--- src/rtl/ieee80211_defs_pkg.sv ---
// ============================================================================
// Module      : ieee80211_defs (package)
// Description : 802.11a RATE codes, coded-bit lookups and interleaver index map
// Revision    : 1.0 - initial release
// ============================================================================
`default_nettype none

package ieee80211_defs;

    localparam int CODED_WIDTH = 48;
    localparam int c_MAX_CBPS  = 288;

    localparam logic [3:0] c_RATE_6  = 4'b1101;
    localparam logic [3:0] c_RATE_9  = 4'b1111;
    localparam logic [3:0] c_RATE_12 = 4'b0101;
    localparam logic [3:0] c_RATE_18 = 4'b0111;
    localparam logic [3:0] c_RATE_24 = 4'b1001;
    localparam logic [3:0] c_RATE_36 = 4'b1011;
    localparam logic [3:0] c_RATE_48 = 4'b0001;
    localparam logic [3:0] c_RATE_54 = 4'b0011;

    typedef enum logic [1:0] {ST_INIT, ST_FILL, ST_FULL} fill_state_t;
    typedef enum logic       {ST_IDLE, ST_SEND}          drain_state_t;

    // Mode 0..3 = BPSK, QPSK, 16-QAM, 64-QAM; unknown codes fall back to BPSK
    function automatic logic [1:0] rate_to_mode(input logic [3:0] rate);
        case (rate)
            c_RATE_12, c_RATE_18: return 2'd1;
            c_RATE_24, c_RATE_36: return 2'd2;
            c_RATE_48, c_RATE_54: return 2'd3;
            default:              return 2'd0;
        endcase
    endfunction

    function automatic logic [2:0] mode_nw(input logic [1:0] mode);
        case (mode)
            2'd1:    return 3'd2;
            2'd2:    return 3'd4;
            2'd3:    return 3'd6;
            default: return 3'd1;
        endcase
    endfunction

    function automatic int unsigned mode_ncbps(input logic [1:0] mode);
        return CODED_WIDTH * int'(mode_nw(mode));
    endfunction

    function automatic int unsigned mode_nbpsc(input logic [1:0] mode);
        case (mode)
            2'd1:    return 2;
            2'd2:    return 4;
            2'd3:    return 6;
            default: return 1;
        endcase
    endfunction

    function automatic int unsigned perm_index(input logic [1:0] mode, input int unsigned k);
        int unsigned n;
        int unsigned s;
        int unsigned i;
        n = mode_ncbps(mode);
        s = (mode_nbpsc(mode) > 2) ? mode_nbpsc(mode) / 2 : 1;
        i = (n / 16) * (k % 16) + k / 16;
        return s * (i / s) + (i + n - (16 * i) / n) % s;
    endfunction

endpackage

`default_nettype wire

--- src/rtl/interleaver_perm.sv ---
// ============================================================================
// Module      : interleaver_perm
// Description : Combinational 802.11a two-step permutation of one 288-bit symbol
// Revision    : 1.0 - initial release
// ============================================================================
`default_nettype none

module interleaver_perm
    import ieee80211_defs::*;
(
    input  logic [c_MAX_CBPS-1:0] i_buf,
    input  logic [1:0]            i_mode,
    output logic [c_MAX_CBPS-1:0] o_perm
);

    logic [3:0][c_MAX_CBPS-1:0] w_perm;

    // Each mode is a fixed wiring; bits beyond N_CBPS read as zero
    for (genvar m = 0; m < 4; m++) begin : g_mode
        for (genvar k = 0; k < c_MAX_CBPS; k++) begin : g_bit
            if (k < mode_ncbps(2'(m))) begin : g_map
                assign w_perm[m][perm_index(2'(m), k)] = i_buf[k];
            end else begin : g_pad
                assign w_perm[m][k] = 1'b0;
            end
        end
    end

    assign o_perm = w_perm[i_mode];

endmodule

`default_nettype wire

--- src/rtl/interleaver.sv ---
// ============================================================================
// Module      : interleaver
// Description : 802.11a block interleaver, AXI-Stream in/out, one OFDM symbol
//               per permutation. INTERLEAVER_PINGPONG_EN enables two buffers.
// Revision    : 1.0 - initial release
// ============================================================================
`default_nettype none

module interleaver
    import ieee80211_defs::*;
#(
    parameter int WIDTH = 24
)
(
    input  logic               aclk,
    input  logic               areset,
    input  logic [2*WIDTH-1:0] s_axis_tdata,
    input  logic               s_axis_tvalid,
    output logic               s_axis_tready,
    input  logic               s_axis_tlast,
    input  logic [3:0]         s_axis_tuser,
    output logic [2*WIDTH-1:0] m_axis_tdata,
    output logic               m_axis_tvalid,
    input  logic               m_axis_tready,
    output logic               m_axis_tlast,
    output logic [3:0]         m_axis_tuser
);

`ifdef INTERLEAVER_PINGPONG_EN
    localparam bit c_PINGPONG = 1'b1;
`else
    localparam bit c_PINGPONG = 1'b0;
`endif

    logic [c_MAX_CBPS-1:0] r_buf [2];
    logic [1:0]            r_mode [2];
    logic [3:0]            r_rate [2];
    logic [1:0]            r_last;
    logic [1:0]            r_full;
    logic                  r_wp;
    logic                  r_rp;
    logic [2:0]            r_wcnt;
    logic [2:0]            r_ld;
    logic [1:0]            r_cur_mode;
    logic [2*WIDTH-1:0]    r_tdata;
    logic                  r_tlast;
    logic [3:0]            r_tuser;
    fill_state_t           r_fstate;
    fill_state_t           w_fstate_nxt;
    drain_state_t          r_dstate;
    drain_state_t          w_dstate_nxt;

    logic                  w_in_fire;
    logic                  w_in_first;
    logic [1:0]            w_in_mode;
    logic                  w_in_done;
    logic                  w_load;
    logic                  w_ld_final;
    logic                  w_out_fire;
    logic                  w_wp_nxt;
    logic [1:0]            w_full_nxt;
    logic [c_MAX_CBPS-1:0] w_perm;

    assign w_in_fire  = s_axis_tvalid & s_axis_tready;
    assign w_in_first = (r_wcnt == 3'd0);
    assign w_in_mode  = w_in_first ? rate_to_mode(s_axis_tuser) : r_cur_mode;
    assign w_in_done  = w_in_fire & (s_axis_tlast | (r_wcnt == mode_nw(w_in_mode) - 3'd1));
    assign w_wp_nxt   = (w_in_done & c_PINGPONG) ? ~r_wp : r_wp;

    // A buffer is released as soon as its last word is copied to the output register
    assign w_load     = r_full[r_rp] & ((r_dstate == ST_IDLE) | m_axis_tready);
    assign w_ld_final = w_load & (r_ld == mode_nw(r_mode[r_rp]) - 3'd1);
    assign w_out_fire = (r_dstate == ST_SEND) & m_axis_tready;

    always_comb begin
        w_full_nxt = r_full;
        if (w_ld_final) w_full_nxt[r_rp] = 1'b0;
        if (w_in_done)  w_full_nxt[r_wp] = 1'b1;
    end

    always_comb begin
        w_dstate_nxt = r_dstate;
        if (w_load)
            w_dstate_nxt = ST_SEND;
        else if (w_out_fire)
            w_dstate_nxt = ST_IDLE;
    end

    // Single-buffer mode also blocks input until the final output word is taken
    always_comb begin
        w_fstate_nxt = ST_FILL;
        if (w_full_nxt[w_wp_nxt] || (!c_PINGPONG && (w_dstate_nxt == ST_SEND)))
            w_fstate_nxt = ST_FULL;
    end

    interleaver_perm u_perm (
        .i_buf  (r_buf[r_rp]),
        .i_mode (r_mode[r_rp]),
        .o_perm (w_perm)
    );

    always_ff @(posedge aclk or posedge areset) begin
        if (areset) begin
            r_fstate   <= ST_INIT;
            r_dstate   <= ST_IDLE;
            r_buf[0]   <= '0;
            r_buf[1]   <= '0;
            r_mode[0]  <= '0;
            r_mode[1]  <= '0;
            r_rate[0]  <= '0;
            r_rate[1]  <= '0;
            r_last     <= '0;
            r_full     <= '0;
            r_wp       <= 1'b0;
            r_rp       <= 1'b0;
            r_wcnt     <= '0;
            r_ld       <= '0;
            r_cur_mode <= '0;
            r_tdata    <= '0;
            r_tlast    <= 1'b0;
            r_tuser    <= '0;
        end else begin
            r_fstate <= w_fstate_nxt;
            r_dstate <= w_dstate_nxt;
            r_full   <= w_full_nxt;
            r_wp     <= w_wp_nxt;
            if (w_in_fire) begin
                if (w_in_first) begin
                    r_buf[r_wp]  <= {{(c_MAX_CBPS-CODED_WIDTH){1'b0}}, s_axis_tdata};
                    r_mode[r_wp] <= w_in_mode;
                    r_rate[r_wp] <= s_axis_tuser;
                    r_cur_mode   <= w_in_mode;
                end else begin
                    r_buf[r_wp][r_wcnt*CODED_WIDTH +: CODED_WIDTH] <= s_axis_tdata;
                end
                r_last[r_wp] <= s_axis_tlast;
                r_wcnt       <= w_in_done ? 3'd0 : r_wcnt + 3'd1;
            end
            if (w_load) begin
                r_tdata <= w_perm[r_ld*CODED_WIDTH +: CODED_WIDTH];
                r_tlast <= w_ld_final & r_last[r_rp];
                r_tuser <= r_rate[r_rp];
                if (w_ld_final) begin
                    r_ld <= 3'd0;
                    if (c_PINGPONG) r_rp <= ~r_rp;
                end else begin
                    r_ld <= r_ld + 3'd1;
                end
            end
        end
    end

    assign s_axis_tready = (r_fstate == ST_FILL);
    assign m_axis_tvalid = (r_dstate == ST_SEND);
    assign m_axis_tdata  = r_tdata;
    assign m_axis_tlast  = r_tlast;
    assign m_axis_tuser  = r_tuser;

endmodule

`default_nettype wire

--- config.mk ---
export PLATFORM = sky130hd
export DESIGN_NAME = interleaver
export DESIGN_NICKNAME = d
export VERILOG_FILES = /design/src/rtl/ieee80211_defs_pkg.sv /design/src/rtl/interleaver_perm.sv /design/src/rtl/interleaver.sv
export SDC_FILE = /design/constraint.sdc
export NUM_CORES = 1
export LEC_CHECK = 0
export BUFFER_PORTS_ARGS = -buffer_cell sky130_fd_sc_hd__clkbuf_2
export CORE_ASPECT_RATIO = 2
export CORE_MARGIN = 2
export CORE_UTILIZATION = 39
export CTS_BUF_LIST = sky130_fd_sc_hd__clkbuf_4
export CTS_CLUSTER_SIZE = 8
export DETAILED_ROUTE_END_ITERATION = 8
export GPL_TIMING_DRIVEN = 0
export PLACE_DENSITY_LB_ADDON = 0.1
export SKIP_CTS_REPAIR_TIMING = 1
export SYNTH_ARGS = -nofsm -noshare
export SYNTH_HDL_FRONTEND = slang
export SYNTH_SLANG_ARGS = --single-unit
--- constraint.sdc ---
create_clock -name aclk -period 2.35 [get_ports aclk]
set_input_delay 0.705 -clock aclk [delete_from_list [all_inputs] [get_ports aclk]]
set_output_delay 0.705 -clock aclk [all_outputs]
set_load 0.03 [all_outputs]
==> metrics, run 1 <==
fin crit share=0.9044; vias in the first global route=946; CP Launch Type=flip-flop; IO Port Bufs=10; wl on met1=745 um; Root Buffer Master=clkbuf_4; Top Layer Used=met4; diodes inserted=0; critical path class=reg2reg; worst-margin pin slew=0.5159 ns; Layout Skew=0.001527 ns; multi-input logic area=686.9 sq um; die span in y=85.06 um; Starting Density=0.4059; MaxCap Viol Count=0; gpl congestion=0.8476; row count=29; Reg2Reg Depth=8; initial antenna violation count=0; Final #Nets=273; via count=1,016; Worst R2R Setup Slack=0.22 ns; CTS Buffer Depth=2; CP Data Arrival Time=2.29 ns; H-tree levels=1; IR drop worst, VDD=513.0 uV; Vias/cell=4.216; Gate power share=0.554; storage element area=350.3 sq um; sw frac=0.4664; final core utilization=0.5006; count leader, synth=buf_4; First-pass DRT Iterations=3; Setup Viol. Count Final=0; Net Sw Power=0.5520 mW; Post-Synthesis Cell Area=1281 sq um; Clock Latency Late Sink=0.28 ns; I/O pin cnt=112; critical path endpoint category=flip-flop; cell taking the most area after synthesis=buf_4; register bit total from synthesis=14; dpl hpwl=2178 um; met2 wire length=1526 um; CP max FO=8; grt ovf=0; CTS tree=done; Die W=44.53 um; placed cell count=239; most frequent cells after synthesis=53 x buf_4, 14 x dfrtp_1, 10 x nand2_1, 9 x inv_1; Final Hold Fails=0; Seq/Total Area, Yosys=0.2734; warnings from Yosys=1; Worst EP required=2.52 ns; reg2reg end=r_fstate[0]$_DFF_PP0_; final WL=2463 um; Worst-path clk slew=0.07 ns; Post-synth top flop=dfrtp_1; DIE AREA=3788 sq um; core box area=3157 sq um; sequential power share=0.334; fmax=470.5 MHz; first-pass GRT wire length=3974 um; Slew headroom=0.6557; synth unique cells=36; reg2reg start=r_wcnt[1]$_DFFE_PP0P_; Post-route DRC=0; Int Pwr=0.6316 mW; Cells after Synth=147; Num CTS Buffers=3; post-layout min period=2.125 ns; largest net degree at the start of global routing=15; non-filler cells in the finished layout=241; DR iter-0 viols=21; Area growth syn-to-layout=23.34%; RSZ-0062 raised after global routing=no; Avg WL per Cell=10.22 um; fin. max-slew vios=0; outcome=finished clean; Hold WS=0.4233 ns; Sinks on Clock Net=14; share of post-route cells with drive strength above 1=0.3571; syn avg cell area=8.716 sq um; Synth async-reset ratio=1.000; All-Layer GR Usage=0.1386; largest cells by area after synthesis=buf_4 31%, dfrtp_1 27%, ha_1 3.9%; Leak Pwr=0.9180 nW; wire length on met3=102 um; clock share of power=0.112; Worst Hold Class=in2async; Antenna Violating Nets Remaining=0; Post-Route Setup TNS=0 ns; Filler cells=320; Post-synth EDFFs=0; post-synth top area share=0.3105; power per standard cell area=748.9 nW/um^2
==> placed cells by master, fill, tap and decap left out, types with 2 or more instances in the layout <==
cell type / instances
a21oi_1: 3
a31oi_1: 2
buf_4: 53
clkbuf_2: 10
clkbuf_4: 3
conb_1: 52
dfrtp_1: 14
ha_1: 4
inv_1: 9
mux2_2: 2
mux2i_1: 3
nand2_1: 10
nand2b_1: 5
nand3_1: 2
nand4_1: 2
nor2_1: 3
nor2b_1: 5
nor3_1: 4
o211ai_1: 2
o21ai_0: 5
==> metrics by stage <==
step	total power [mW]	area, sq um	setup slack [ns]
6_report	1.184	1580	0.2247
5_1_grt	1.269	1580	0.05169
4_1_cts	1.189	1584	0.1175
3_5_place_dp	1.055	1562	0.1291
3_3_place_gp	1.031	1562	0.2102
2_1_floorplan	0.9356	1473	0.4015
==> worst max path at each step <==
stage | start | endpoint | slack [ns] | cells past startpoint
2_1_floorplan | r_wcnt[0]$_DFFE_PP0P_ | r_wcnt[2]$_DFFE_PP0P_ | 0.40 | 8
3_3_place_gp | r_wcnt[0]$_DFFE_PP0P_ | r_fstate[0]$_DFF_PP0_ | 0.21 | 8
3_5_place_dp | r_wcnt[0]$_DFFE_PP0P_ | r_fstate[0]$_DFF_PP0_ | 0.13 | 8
4_1_cts | r_wcnt[0]$_DFFE_PP0P_ | r_fstate[0]$_DFF_PP0_ | 0.12 | 8
5_1_grt | r_wcnt[1]$_DFFE_PP0P_ | r_wcnt[2]$_DFFE_PP0P_ | 0.05 | 8
6_report | r_wcnt[1]$_DFFE_PP0P_ | r_fstate[0]$_DFF_PP0_ | 0.22 | 8
==> final cells by class <==
cell class | count | area share
repair buffers | 10 | 0.03167
plain buffers | 53 | 0.2518
flip-flops and latches | 14 | 0.2217
clock buffers | 3 | 0.01425
inverters | 9 | 0.02138
multi-input cells | 121 | 0.4347
well taps | 31 | 0.02454
==> critical path, stage by stage (launching register included) <==
cell	delay (ns)
dfrtp_1	0.38
buf_4	0.17
inv_1	0.12
ha_1	0.35
nand2b_4	0.11
mux2_4	0.32
o311ai_2	0.28
o21a_1	0.21
a21oi_1	0.07
==> power groups by stage <==
| stage | clock network [mW] | logic, mW | registers (mW) |
|---|---|---|---|
| floorplan | 0 | 0.537 | 0.398 |
| global placement | 0 | 0.652 | 0.379 |
| detailed placement | 0 | 0.670 | 0.385 |
| CTS | 0.136 | 0.673 | 0.380 |
| global route | 0.147 | 0.714 | 0.408 |
| finish | 0.132 | 0.656 | 0.396 |
==> routing by layer <==
layer,track usage,up-vias
li1,-,515
met4,0.07989,0
met3,0.01915,11
met2,0.2767,31
met1,0.1141,459
met5,0,-
==> registers in the layout, summed over array words and instances, names as in the netlist <==
signal         flops
r_wcnt             3
m_axis_tvalid      1
r_full             1
r_mode             2
m_axis_tlast       1
r_last             1
r_fstate           2
r_ld               3
==> cell families (layout without fill, tap and decap cells) <==
| group | after synthesis | count (layout) | synth area share |
|---|---|---|---|
| AOI/OAI and AO/OA | 23 | 23 | 0.1328 |
| and+or+nand+nor | 35 | 35 | 0.1523 |
| muxes | 6 | 6 | 0.05273 |
| adders and majority gates | 4 | 4 | 0.03906 |
| buffers and inverters | 63 | 75 | 0.3398 |
| DFF | 14 | 14 | 0.2734 |
| xor gates and xnor gates | 1 | 1 | 0.006837 |
| other | 1 | 52 | 0.002927 |
No activity file was read; power rests on OpenSTA's default activity.
==> run 2, diff against run 1 <==
--- a/config.mk
+++ b/config.mk
@@ -5,13 +5,13 @@
 export SDC_FILE = /design/constraint.sdc
 export NUM_CORES = 1
 export LEC_CHECK = 0
-export BUFFER_PORTS_ARGS = -buffer_cell sky130_fd_sc_hd__clkbuf_2
-export CORE_ASPECT_RATIO = 2
+export ABC_AREA = 1
 export CORE_MARGIN = 2
-export CORE_UTILIZATION = 39
+export CORE_UTILIZATION = 50
 export CTS_BUF_LIST = sky130_fd_sc_hd__clkbuf_4
 export CTS_CLUSTER_SIZE = 8
 export DETAILED_ROUTE_END_ITERATION = 8
+export DONT_BUFFER_PORTS = 1
 export GPL_TIMING_DRIVEN = 0
 export PLACE_DENSITY_LB_ADDON = 0.1
 export SKIP_CTS_REPAIR_TIMING = 1
==> run 2 against run 1 <==
Effect of this change: worst hold slack got worse by 0.091 ns; utilization increased by 14 points; area after synthesis decreased by 7.4%; cell count decreased by 1.2%; cell area decreased by 9.2%; via count decreased by 13%; clock power about the same; sequential power increased by 12%; largest power group unchanged.
==> metrics, run 2 <==
outcome=finished clean; H-tree levels=1; Starting Density=0.5311; CP max FO=2; dpl hpwl=1612 um; cell taking the most area after synthesis=buf_4; Antenna Violating Nets Remaining=0; commonest non-fill, non-tap cells in the layout=52 x buf_4, 52 x conb_1, 29 x nand2_1; CP Data Arrival Time=1.11 ns; CP delay by family, top=simple AND/OR/NAND/NOR gates; Post-synth top flop=dfrtp_1; Hold WS=0.3322 ns; Root Buffer Master=clkbuf_4; Vias/cell=3.706; Sinks on Clock Net=14; warnings from Yosys=1; first-pass GRT wire length=2808 um; Worst EP required=1.64 ns; storage element area=350.3 sq um; I/O pin cnt=112; diodes inserted=0; largest net degree at the start of global routing=15; Worst Hold Class=in2async; Worst path max stage delay=0.47 ns; Worst-path clk slew=0.08 ns; worst path cell trace=nor2_1; count leader, synth=buf_4; gpl congestion=0.8140; core box area=2233 sq um; fin. max-slew vios=0; row count=17; CTS tree=done; die span in y=52.71 um; Layout Skew=0.003956 ns; Slew headroom=0.6055; DIE AREA=2778 sq um; Post-synth EDFFs=0; syn avg cell area=7.603 sq um; largest cells by area after synthesis=buf_4 33%, dfrtp_1 30%, nand2_1 9.2%; Clock Latency Late Sink=0.28 ns; Num CTS Buffers=3; vias in the first global route=728; worst-margin pin slew=0.5895 ns; Die W=52.71 um; All-Layer GR Usage=0.1393; initial antenna violation count=0; Leak Pwr=0.9230 nW; fin crit share=0.7727; critical path class=reg2out; via count=882; Filler cells=195; synth unique cells=20; MaxCap Viol Count=0; CTS Buffer Depth=2; post-layout min period=1.816 ns; Cells after Synth=156; IR drop worst, VDD=664.3 uV; DR iter-0 viols=4; IO Port Bufs=0; Setup Viol. Count Final=0; Final #Nets=273; Final Hold Fails=0; final WL=1781 um; fmax=550.7 MHz; Synth async-reset ratio=1.000; most frequent cells after synthesis=52 x buf_4, 29 x nand2_1, 17 x inv_1, 14 x dfrtp_1; share of post-route cells with drive strength above 1=0.3333; Seq/Total Area, Yosys=0.2954; multi-input logic area=559.3 sq um; Area growth syn-to-layout=20.99%; RSZ-0062 raised after global routing=no; Post-Route Setup TNS=0 ns; register bit total from synthesis=14; grt ovf=0; critical path endpoint category=output pin; CP Launch Type=flip-flop; Worst path slowest cell=nor2_1; Avg WL per Cell=7.483 um; First-pass DRT Iterations=4; post-synth top area share=0.3291; CP Buf/Inv Count=0; power per standard cell area=926.5 nW/um^2; Post-route DRC=0; final core utilization=0.6426; biggest regs=r_ld (3), r_wcnt (3); Post-Synthesis Cell Area=1186 sq um
-- run 2: cell types whose count changed after synthesis, sizes merged, moves of 3 or more --
cell | before | now
nand2b | 6 | 0
nand3 | 2 | 7
nor3 | 4 | 1
nor2 | 3 | 7
mux2i | 3 | 0
inv | 9 | 20
nand2 | 10 | 37
nor2b | 5 | 0
mux2 | 3 | 0
-- run 2: worst register-to-register path, cell delays in order, from the launching register on --
cell     delay [ns]
dfrtp_1        0.41
inv_1          0.12
ha_1           0.20
inv_1          0.06
nor2_2         0.14
nand2_1        0.09
nand2_1        0.09
nand3_1        0.07
nand2_1        0.07
nor2_2         0.04
nand2_2        0.10
nand2_4        0.07
nand2_2        0.06
nand2_1        0.05
-- run 2: power breakdown --
group	total (mW)	internal, mW	switching, mW
Sequential	0.444	0.349	0.0955
Clock	0.134	0.0595	0.0748
Combinational	0.751	0.251	0.499
-- run 2: worst paths after layout --
kind | from | depth (start not counted) | to | slack (ns)
max in group asynchronous | areset | 1 | r_full[0]$_DFF_PP0_ | 1.67
hold / removal | areset | 1 | r_wcnt[0]$_DFFE_PP0P_ | 0.33
hold reg to reg | r_full[0]$_DFF_PP0_ | 2 | r_full[0]$_DFF_PP0_ | 0.49
setup reg to reg | r_wcnt[0]$_DFFE_PP0P_ | 13 | r_full[0]$_DFF_PP0_ | 0.67
min in group aclk | r_full[0]$_DFF_PP0_ | 2 | r_full[0]$_DFF_PP0_ | 0.49
setup / recovery | r_fstate[1]$_DFF_PP0_ | 1 | s_axis_tready | 0.53
-- run 2: cell type report --
cell class,count,share of cell area
Clock buffer,3,0.01569
Buffer,52,0.2720
Tap cell,28,0.02441
Sequential cell,14,0.2441
Multi-Input combinational cell,121,0.3897
Inverter,20,0.05405
-- run 2: kinds of logic after synthesis --
logic type,count (synthesis),share of synthesized area
buf+inv,72,0.3945
simple gates,52,0.1983
flops,14,0.2954
compound gates,12,0.05907
fa+ha+maj,4,0.04220
xor+xnor,1,0.007385
other cells,1,0.003162
-- run 2: metal layers --
layer | track usage | wire length [um] | up-vias | part of all wire
li1 | - | - | 478 | -
met1 | 0.1574 | 694 | 357 | 0.39
met2 | 0.2333 | 834 | 42 | 0.47
met3 | 0.04000 | 216 | 5 | 0.12
met4 | 0.07692 | 36 | 0 | 0.020
met5 | 0 | 0 | - | 0
-- run 2: through the flow --
step                      cell area, sq um  setup WS [ns]  std cells  power (mW)
after floorplan                       1378         0.8059        207       1.092
after global placement                1413         0.6689        235       1.170
after detailed placement              1413         0.6507        235       1.201
after CTS                             1435         0.5244        238       1.336
after global routing                  1435         0.4781        238       1.458
final                                 1435         0.5342        238       1.330
